File: src/rtl/countdown_pkg.sv
// Shared state encoding, BCD constants and the load-validity check for the
// minutes:seconds countdown timer.
package countdown_pkg;

    typedef enum logic [1:0] {
        IDLE    = 2'd0,
        RUN     = 2'd1,
        PAUSE   = 2'd2,
        EXPIRED = 2'd3
    } state_t;

    localparam logic [7:0] BCD_ZERO = 8'h00;
    localparam logic [7:0] BCD_MAX  = 8'h59;
    localparam logic [3:0] NIB_MAX  = 4'd9;
    localparam logic [3:0] TENS_MAX = 4'd5;

    // A field is loadable only if both nibbles are decimal digits, the tens
    // digit fits a mod-60 field, and the packed value does not exceed max_v.
    function automatic logic bcd_valid(input logic [7:0] v, input logic [7:0] max_v);
        return (v[3:0] <= NIB_MAX) && (v[7:4] <= TENS_MAX) && (v <= max_v);
    endfunction

endpackage

File: src/rtl/bcd_dec60.sv
// Combinational packed-BCD decrement of one mod-60 field; 00 wraps to 59
// and raises borrow_o.
module bcd_dec60
    import countdown_pkg::*;
(
    input  logic [7:0] val_i,
    output logic [7:0] dec_o,
    output logic       borrow_o
);

    always_comb begin
        dec_o    = val_i;
        borrow_o = 1'b0;
        if (val_i[3:0] != 4'd0) begin
            dec_o[3:0] = val_i[3:0] - 4'd1;
        end else if (val_i[7:4] != 4'd0) begin
            dec_o[3:0] = NIB_MAX;
            dec_o[7:4] = val_i[7:4] - 4'd1;
        end else begin
            dec_o    = BCD_MAX;
            borrow_o = 1'b1;
        end
    end

endmodule

File: src/rtl/countdown_mmss_bcd.sv
// Loadable packed-BCD mm:ss down-counter: one second per tick, done/expired
// at 00:00, borrow pulse on every seconds wrap.
module countdown_mmss_bcd
    import countdown_pkg::*;
#(
    parameter logic [7:0] MAX_BCD      = 8'h59,
    parameter int         HOLD_EXPIRED = 1
) (
    input  logic       clkin,
    input  logic       reset,
    input  logic       tick,
    input  logic       load,
    input  logic [7:0] load_min,
    input  logic [7:0] load_sec,
    input  logic       start,
    input  logic       stop,
    output logic [7:0] min,
    output logic [7:0] sec,
    output logic       running,
    output logic       borrow,
    output logic       done,
    output logic       expired,
    output logic       load_err
);

    state_t     state_q, state_d;
    logic [7:0] min_q, min_d;
    logic [7:0] sec_q, sec_d;
    logic       borrow_q, borrow_d;
    logic       done_q, done_d;
    logic       expired_q, expired_d;
    logic       load_err_q, load_err_d;

    // Index 0 is seconds, index 1 is minutes.
    logic [1:0][7:0] field_cur;
    logic [1:0][7:0] field_dec;
    logic [1:0]      field_borrow;
    logic            unused_min_borrow;

    assign field_cur = {min_q, sec_q};

    generate
        for (genvar gi = 0; gi < 2; gi++) begin : g_dec
            bcd_dec60 u_dec (
                .val_i    (field_cur[gi]),
                .dec_o    (field_dec[gi]),
                .borrow_o (field_borrow[gi])
            );
        end
    endgenerate

    // Minutes can never wrap: a 00:00 result always ends the count first.
    assign unused_min_borrow = field_borrow[1];

    logic [7:0] sec_step;
    logic [7:0] min_step;
    logic       step_zero;
    logic       cur_zero;
    logic       load_ok;

    assign sec_step  = field_dec[0];
    assign min_step  = field_borrow[0] ? field_dec[1] : min_q;
    assign step_zero = (sec_step == BCD_ZERO) && (min_step == BCD_ZERO);
    assign cur_zero  = (sec_q == BCD_ZERO) && (min_q == BCD_ZERO);
    assign load_ok   = bcd_valid(load_min, MAX_BCD) && bcd_valid(load_sec, MAX_BCD);

    always_comb begin
        state_d    = state_q;
        min_d      = min_q;
        sec_d      = sec_q;
        borrow_d   = 1'b0;
        done_d     = 1'b0;
        expired_d  = (HOLD_EXPIRED != 0) ? expired_q : 1'b0;
        load_err_d = 1'b0;

        if (load) begin
            if (load_ok) begin
                min_d     = load_min;
                sec_d     = load_sec;
                state_d   = IDLE;
                expired_d = 1'b0;
            end else begin
                load_err_d = 1'b1;
            end
        end else if (stop) begin
            if (state_q == RUN) begin
                state_d = PAUSE;
            end
        end else if (start && (state_q == IDLE || state_q == PAUSE)) begin
            // A tick in the same cycle is swallowed; counting begins next tick.
            if (state_q == PAUSE || !cur_zero) begin
                state_d = RUN;
            end
        end else if (tick && state_q == RUN) begin
            sec_d = sec_step;
            min_d = min_step;
            if (step_zero) begin
                state_d   = EXPIRED;
                done_d    = 1'b1;
                expired_d = 1'b1;
            end else begin
                borrow_d = field_borrow[0];
            end
        end
    end

    always_ff @(posedge clkin) begin
        if (reset) begin
            state_q    <= IDLE;
            min_q      <= BCD_ZERO;
            sec_q      <= BCD_ZERO;
            borrow_q   <= 1'b0;
            done_q     <= 1'b0;
            expired_q  <= 1'b0;
            load_err_q <= 1'b0;
        end else begin
            state_q    <= state_d;
            min_q      <= min_d;
            sec_q      <= sec_d;
            borrow_q   <= borrow_d;
            done_q     <= done_d;
            expired_q  <= expired_d;
            load_err_q <= load_err_d;
        end
    end

    assign min      = min_q;
    assign sec      = sec_q;
    assign running  = (state_q == RUN);
    assign borrow   = borrow_q;
    assign done     = done_q;
    assign expired  = expired_q;
    assign load_err = load_err_q;

endmodule

File: config.mk
export PLATFORM = sky130hd
export DESIGN_NAME = countdown_mmss_bcd
export DESIGN_NICKNAME = d
export VERILOG_FILES = /design/src/rtl/countdown_pkg.sv /design/src/rtl/bcd_dec60.sv /design/src/rtl/countdown_mmss_bcd.sv
export SDC_FILE = /design/constraint.sdc
export NUM_CORES = 1
export LEC_CHECK = 0
export BUFFER_PORTS_ARGS = -buffer_cell sky130_fd_sc_hd__buf_2
export CAP_MARGIN = 20
export CORE_MARGIN = 5
export CORE_UTILIZATION = 52
export CTS_CLUSTER_SIZE = 20
export DETAILED_ROUTE_END_ITERATION = 6
export PLACE_DENSITY = 0.85
export SYNTH_ARGS = -nofsm -noshare
export SYNTH_HDL_FRONTEND = slang
export SYNTH_HIERARCHICAL = 1
export SYNTH_SLANG_ARGS = --single-unit
File: constraint.sdc
create_clock -name clkin -period 2.65 [get_ports clkin]
set_input_delay 0.3975 -clock clkin [delete_from_list [all_inputs] [get_ports clkin]]
set_output_delay 0.3975 -clock clkin [all_outputs]
set_load 0.02 [all_outputs]
==> results of run 1 <==
==> cell usage in the layout (no fill, tap or decap), types with 4 or more instances in the layout <==
cell type  instances
a211oi_1           9
buf_2             42
nor3_1             6
inv_1              5
nor2_1            29
nor2b_1            6
xor2_1             4
buf_4              6
dfxtp_1           22
nand2_1           18
mux2i_1           26
o21ai_0           12
nor4_1             6
==> state kept, by name, indices dropped and copies added (netlist names) <==
name / flops
min: 8
sec: 8
done: 1
load_err: 1
borrow: 1
expired: 1
state_q: 2
==> how the worst min path moves through the flow <==
| stage | start | end | slack [ns] | cells past startpoint |
|---|---|---|---|---|
| final | tick | done | 0.37 | 3 |
| after global routing | tick | done | 0.37 | 3 |
| after CTS | tick | done | 0.36 | 3 |
| after detailed placement | expired | expired | 0.45 | 2 |
| after global placement | expired | expired | 0.44 | 2 |
| after floorplan | expired | expired | 0.53 | 2 |
==> critical path, cell delays in order (launching register included) <==
cell	delay (ns)
dfxtp_1	0.35
nor4_4	0.34
and2b_1	0.17
mux2_1	0.34
nor4_1	0.26
mux2i_1	0.21
o31ai_4	0.34
a221oi_2	0.10
mux2_1	0.32
==> per-layer routing <==
metal | track usage | vias up
met2 | 0.305 | 41
li1 | - | 750
met4 | 0.0317 | 0
met5 | 0 | -
met3 | 0.0484 | 2
met1 | 0.237 | 685
==> power by group through the flow <==
stage          clock network (mW)  logic, mW  registers (mW)
3_5_place_dp                    0      0.176           0.354
2_1_floorplan                   0      0.117           0.360
3_3_place_gp                    0      0.173           0.354
5_1_grt                     0.173      0.198           0.349
6_report                    0.158      0.181           0.347
4_1_cts                     0.164      0.177           0.347
==> through the flow <==
step / cell area [um2] / util / hold slack [ns] / worst slack (ns) / std cells
CTS: 1820 / 0.647 / 0.360 / 0.107 / 258
floorplan: 1540 / - / 0.531 / 0.158 / 184
finish: 1840 / 0.656 / 0.369 / 0.139 / 259
global placement: 1790 / 0.639 / 0.444 / 0.218 / 255
detailed placement: 1790 / 0.639 / 0.454 / 0.152 / 255
global route: 1840 / 0.656 / 0.374 / 0.0220 / 259
==> repair_timing <==
action,in CTS,in global routing
gates resized for setup,0,2
setup endpoints to repair,0,2
hold buffers,0,0
==> area by class of cell <==
class	instances	area, um2
timing repair buffer	49	267
inverter	5	18.8
multi-input combinational	149	1050
sequential	22	440
tap	31	38.8
clock buffer	3	22.5
fill	253	965
==> impl_results.md, run 1 <==
- Yosys warns: 6
- Crit path from: min[3]
- Pins Over Slew Limit: 0
- Hold Vio Cnt, Final: 0
- Largest net degree at the start of global routing: 31
- Mean post-synth cell area: roughly 8.4 um2
- Reg2reg end: state_q[1]
- Status: finished clean
- Final Power: approximately 700 uW
- DPL Wire Length: ~2800 um
- Number of global-route vias before repair: between 1000 and 1500
- Top Metal Used: met4
- Unrepaired setup endpoints after global routing: no
- Crit start category: register
- Die area: roughly 0.0042 mm2
- Clock share of power: 0.230
- First-pass GRT wire length: a little over 6000 um
- Width of the die: approximately 64 um
- Die Span Y: 64.4 um
- Pleak: 0.842 nW
- Clock-pin slew on the worst setup and hold paths: about 0.12 ns
- Clk_lat worst skew: between 0.3 and 0.4 ns
- DRT iter0 DRCs: 77
- Overall Global Routing Usage: 0.182
- Antenna-violating nets left: 0
- DR WL met2: around 1800 um
- Reg2reg setup slack: approximately 0.14 ns
- Max Freq: 0.398 GHz
- Placer Congestion: 0.887
- FP Rows: 19
- Min cycle time layout: approximately 2.5 ns
- PortBufs: 42
- Setup-failing EPs final: 0
- Area Overhead vs Synth: 19.4%
- Max Cap Violations: 0
- Post-CTS Setup Bufs: 0
- Syn Inst Count: approximately 180
- Final period util: 0.948
- Max Buffers Root-to-Sink: 2
- Switching Share: 0.313
- Max VDD drop: approximately 390 uV
- P_sw: 215 uW
- Least-Margin Pin Slew: about 0.45 ns
- Setup crit end kind: register
- CTS tree: built
- Hold Crit Class: input port to register
- Metal-1 WL: roughly 1700 um
- DR vias/cell: 5.71
- Remaining DRCs: 0
- Setup crit end: state_q[1]
- Vias: ~1500
- CTS root buf: clkbuf_4
- # IOs: 43
- Syn_nets: between 200 and 250
- Seq pwr share: 0.506
- Placeable Area: around 0.0028 mm2
- Initial core utilization: 0.550
- CP Max Fanout: 3
- Worst r2r path cells: 8
- Num CTS Buffers: 3
- Clock Sinks: 22
- CP arrival: between 2 and 3 ns
- Int Pwr: 471 uW
- Combinational Power Share: 0.264
- Ratio of cells with drive above 1 in the final layout: 0.289
- First-pass iteration count of the detailed router: 4
- Ant. Diodes: 0
- Slew margin rel.: 0.699
- Nets: approximately 250
- DRT Wirelength: between 3000 and 4000 um
- Reg2reg start: min[3]
- Antenna violations before repair: 0
- Worst EP required: approximately 2.9 ns
- WL/cell: around 14 um
- H-tree depth: 1
- WS Path Type: register to register
- Fin Clk Skew: between 0.005 and 0.006 ns
- Grt total ovfl: 0
- Netlist Area Pre-Place: between 0.0015 and 0.002 mm2
- Pwr/cell area: around 370 mW/mm2
- WL met3: around 200 um
- Setup TNS: 0 ns
Note: power is estimated with default switching activity, not from simulation.
==> run 2, diff against run 1 <==
--- a/config.mk
+++ b/config.mk
@@ -5,13 +5,14 @@
 export SDC_FILE = /design/constraint.sdc
 export NUM_CORES = 1
 export LEC_CHECK = 0
+export ABC_AREA = 1
 export BUFFER_PORTS_ARGS = -buffer_cell sky130_fd_sc_hd__buf_2
 export CAP_MARGIN = 20
 export CORE_MARGIN = 5
 export CORE_UTILIZATION = 52
 export CTS_CLUSTER_SIZE = 20
 export DETAILED_ROUTE_END_ITERATION = 6
-export PLACE_DENSITY = 0.85
+export PLACE_DENSITY = 0.84
 export SYNTH_ARGS = -nofsm -noshare
 export SYNTH_HDL_FRONTEND = slang
 export SYNTH_HIERARCHICAL = 1
==> run 2 against run 1 <==
Against the previous run:
- clock power increased by 69%
- register-to-register slack improved by 0.48 ns
- worst setup slack better by 0.48 ns
- highest routed layer unchanged
- clock skew down 0.0050 ns
- global-route usage is 1.6 points higher
- synthesized area increased by 6.2%
- hold slack got worse by 0.089 ns
==> impl_results.md, run 2 <==
- Largest net degree at the start of global routing: 24
- DPL Wire Length: between 3000 and 4000 um
- Post-CTS Resized: 0
- # IOs: 43
- Final WS setup: ~0.62 ns
- Number of global-route vias before repair: 1612
- Fin Clk Skew: between 0.0009 and 0.001 ns
- Unrepaired setup endpoints after global routing: no
- Reg2reg start: sec[1]
- Pwr/cell area: 481 mW/mm2
- CTS tree: built
- Commonest non-fill, non-tap cell in the layout: nand2_1
- Critical path depth: 15
- Int Pwr: roughly 600 uW
- PortBufs: 42
- Clock share of power: 0.292
- Syn_nets: approximately 300
- Worst path bufs/invs: 2
- First-pass iteration count of the detailed router: 4
- Hold path cells: 2
- Max Cap Violations: 0
- Combinational Power Share: 0.307
- Crit-path cells: nor2_4 > nand4_1 > nor2_1 > buf_4 > inv_1 > nand2_1 > nand2_1 > nor2_1 > nand2_1 > nor2_1 > nand3_1 > nand2_1 > nand3_1 > nand2_1 > nor2_1
- P_sw: 313 uW
- WS Path Type: register to register
- Most used cell, CP: nand2_1
- Max VDD drop: roughly 200 uV
- Max Freq: 0.493 GHz
- Least-Margin Pin Slew: 0.592 ns
- Vias: 1801
- Util after Layout: 0.626
- Setup TNS: 0 ns
- Delay-heaviest family, CP: simple AND/OR/NAND/NOR gates
- Pins Over Slew Limit: 0
- Commonest non-fill, non-tap cells in the layout: 92 x nand2_1, 45 x nor2_1, 42 x buf_2
- Die Span Y: roughly 66 um
- Netlist Area Pre-Place: 0.00164 mm2
- Post-CTS Setup Bufs: 0
- DRT iter0 DRCs: about 160
- Width of the die: 66.1 um
- Worst r2r path cells: 15
- First-pass GRT wire length: between 6000 and 7000 um
- Hold Vio Cnt, Final: 0
- Slowest cell on crit path: dfxtp_1
- Grt total ovfl: 0
- Clock Sinks: 22
- Area Overhead vs Synth: 15.9%
- Hold slack: 0.280 ns
- Dpl ws: 0.676 ns
- Antenna violations before repair: 0
- Crit path from: sec[1]
- Setup crit end kind: register
- CTS hold repair buffers: 0
- Final period util: 0.766
- Largest stage delay on the critical path: 0.42 ns
- Hold_sp: reset
- Clock-pin slew on the worst setup and hold paths: between 0.1 and 0.15 ns
- Clk_lat worst skew: 0.32 ns
- Ant. Diodes: 0
- Final Power: about 910 uW
- Antenna-violating nets left: 0
- Placer Congestion: 0.933
- Hold Crit Class: input port to register
- Syn Inst Count: about 270
- CP arrival: 2.26 ns
- Placeable Area: approximately 0.003 mm2
- Nets: 332
- H-tree depth: 1
- Max Buffers Root-to-Sink: 2
- Num CTS Buffers: 3
- WL/cell: ~12 um
- Status: finished clean
- DR vias/cell: between 5 and 6
- Crit start category: register
- Worst EP required: about 2.9 ns
- Mean post-synth cell area: roughly 6.0 um2
- Remaining DRCs: 0
- CP Max Fanout: 11
- Die area: between 0.004 and 0.005 mm2
- DRT Wirelength: around 4100 um
- Min cycle time layout: just over 2 ns
- Initial core utilization: 0.540
- CTS root buf: clkbuf_4
- Yosys warns: 6
- Switching Share: 0.343
- Slew margin rel.: 0.605
- Setup-failing EPs final: 0
- Seq pwr share: 0.400
- Pleak: ~1.0 nW
- Overall Global Routing Usage: 0.198
- FP Rows: 20
- Ratio of cells with drive above 1 in the final layout: 0.239
## run 2: final cells by class
| class | count | area [um2] |
|---|---|---|
| clock buffer | 3 | 22.5 |
| tap | 44 | 55.1 |
| fill | 290 | 1130 |
| clock inverter | 1 | 30.0 |
| multi-input combinational | 216 | 1040 |
| timing repair buffer | 43 | 218 |
| inverter | 24 | 92.6 |
| sequential | 22 | 440 |
## run 2: path summary, 6_finish.rpt
kind | end | slack, ns
worst min register to register | expired | 0.51
worst max register to register | state_q[1] | 0.62
worst min-delay path | borrow | 0.28
worst max-delay path | state_q[1] | 0.62
## run 2: worst reg2reg max path, cell delays in order (launching register included)
cell and delay (ns):
dfxtp_1 0.42, nor2_4 0.21, nand4_1 0.13, nor2_1 0.12
buf_4 0.17, inv_1 0.11, nand2_1 0.07, nand2_1 0.07
nor2_1 0.11, nand2_1 0.06, nor2_1 0.11, nand3_1 0.08
nand2_1 0.11, nand3_1 0.08, nand2_1 0.06, nor2_1 0.04
## run 2: per-stage QoR
stage / area [um2] / std cells
3_5_place_dp: 1840 / 349
2_1_floorplan: 1640 / 271
3_3_place_gp: 1840 / 349
5_1_grt: 1900 / 353
4_1_cts: 1900 / 353
6_report: 1900 / 353
## run 2: metal layers
| layer | part of all wire | track usage | vias up | wire (um) |
|---|---|---|---|---|
| met5 | 0 | 0 | - | 0 |
| met4 | 0.010 | 0.0584 | 0 | 42 |
| met3 | 0.050 | 0.0323 | 5 | 205 |
| met2 | 0.49 | 0.338 | 44 | 2000 |
| met1 | 0.45 | 0.253 | 818 | 1860 |
| li1 | - | - | 934 | - |
## run 2: power groups by stage
stage / sequential (mW) / combinational, mW / clock (mW)
after floorplan: 0.381 / 0.204 / 0
after global placement: 0.371 / 0.278 / 0
after detailed placement: 0.372 / 0.279 / 0
after CTS: 0.364 / 0.281 / 0.265
after global routing: 0.367 / 0.322 / 0.280
final: 0.365 / 0.280 / 0.267
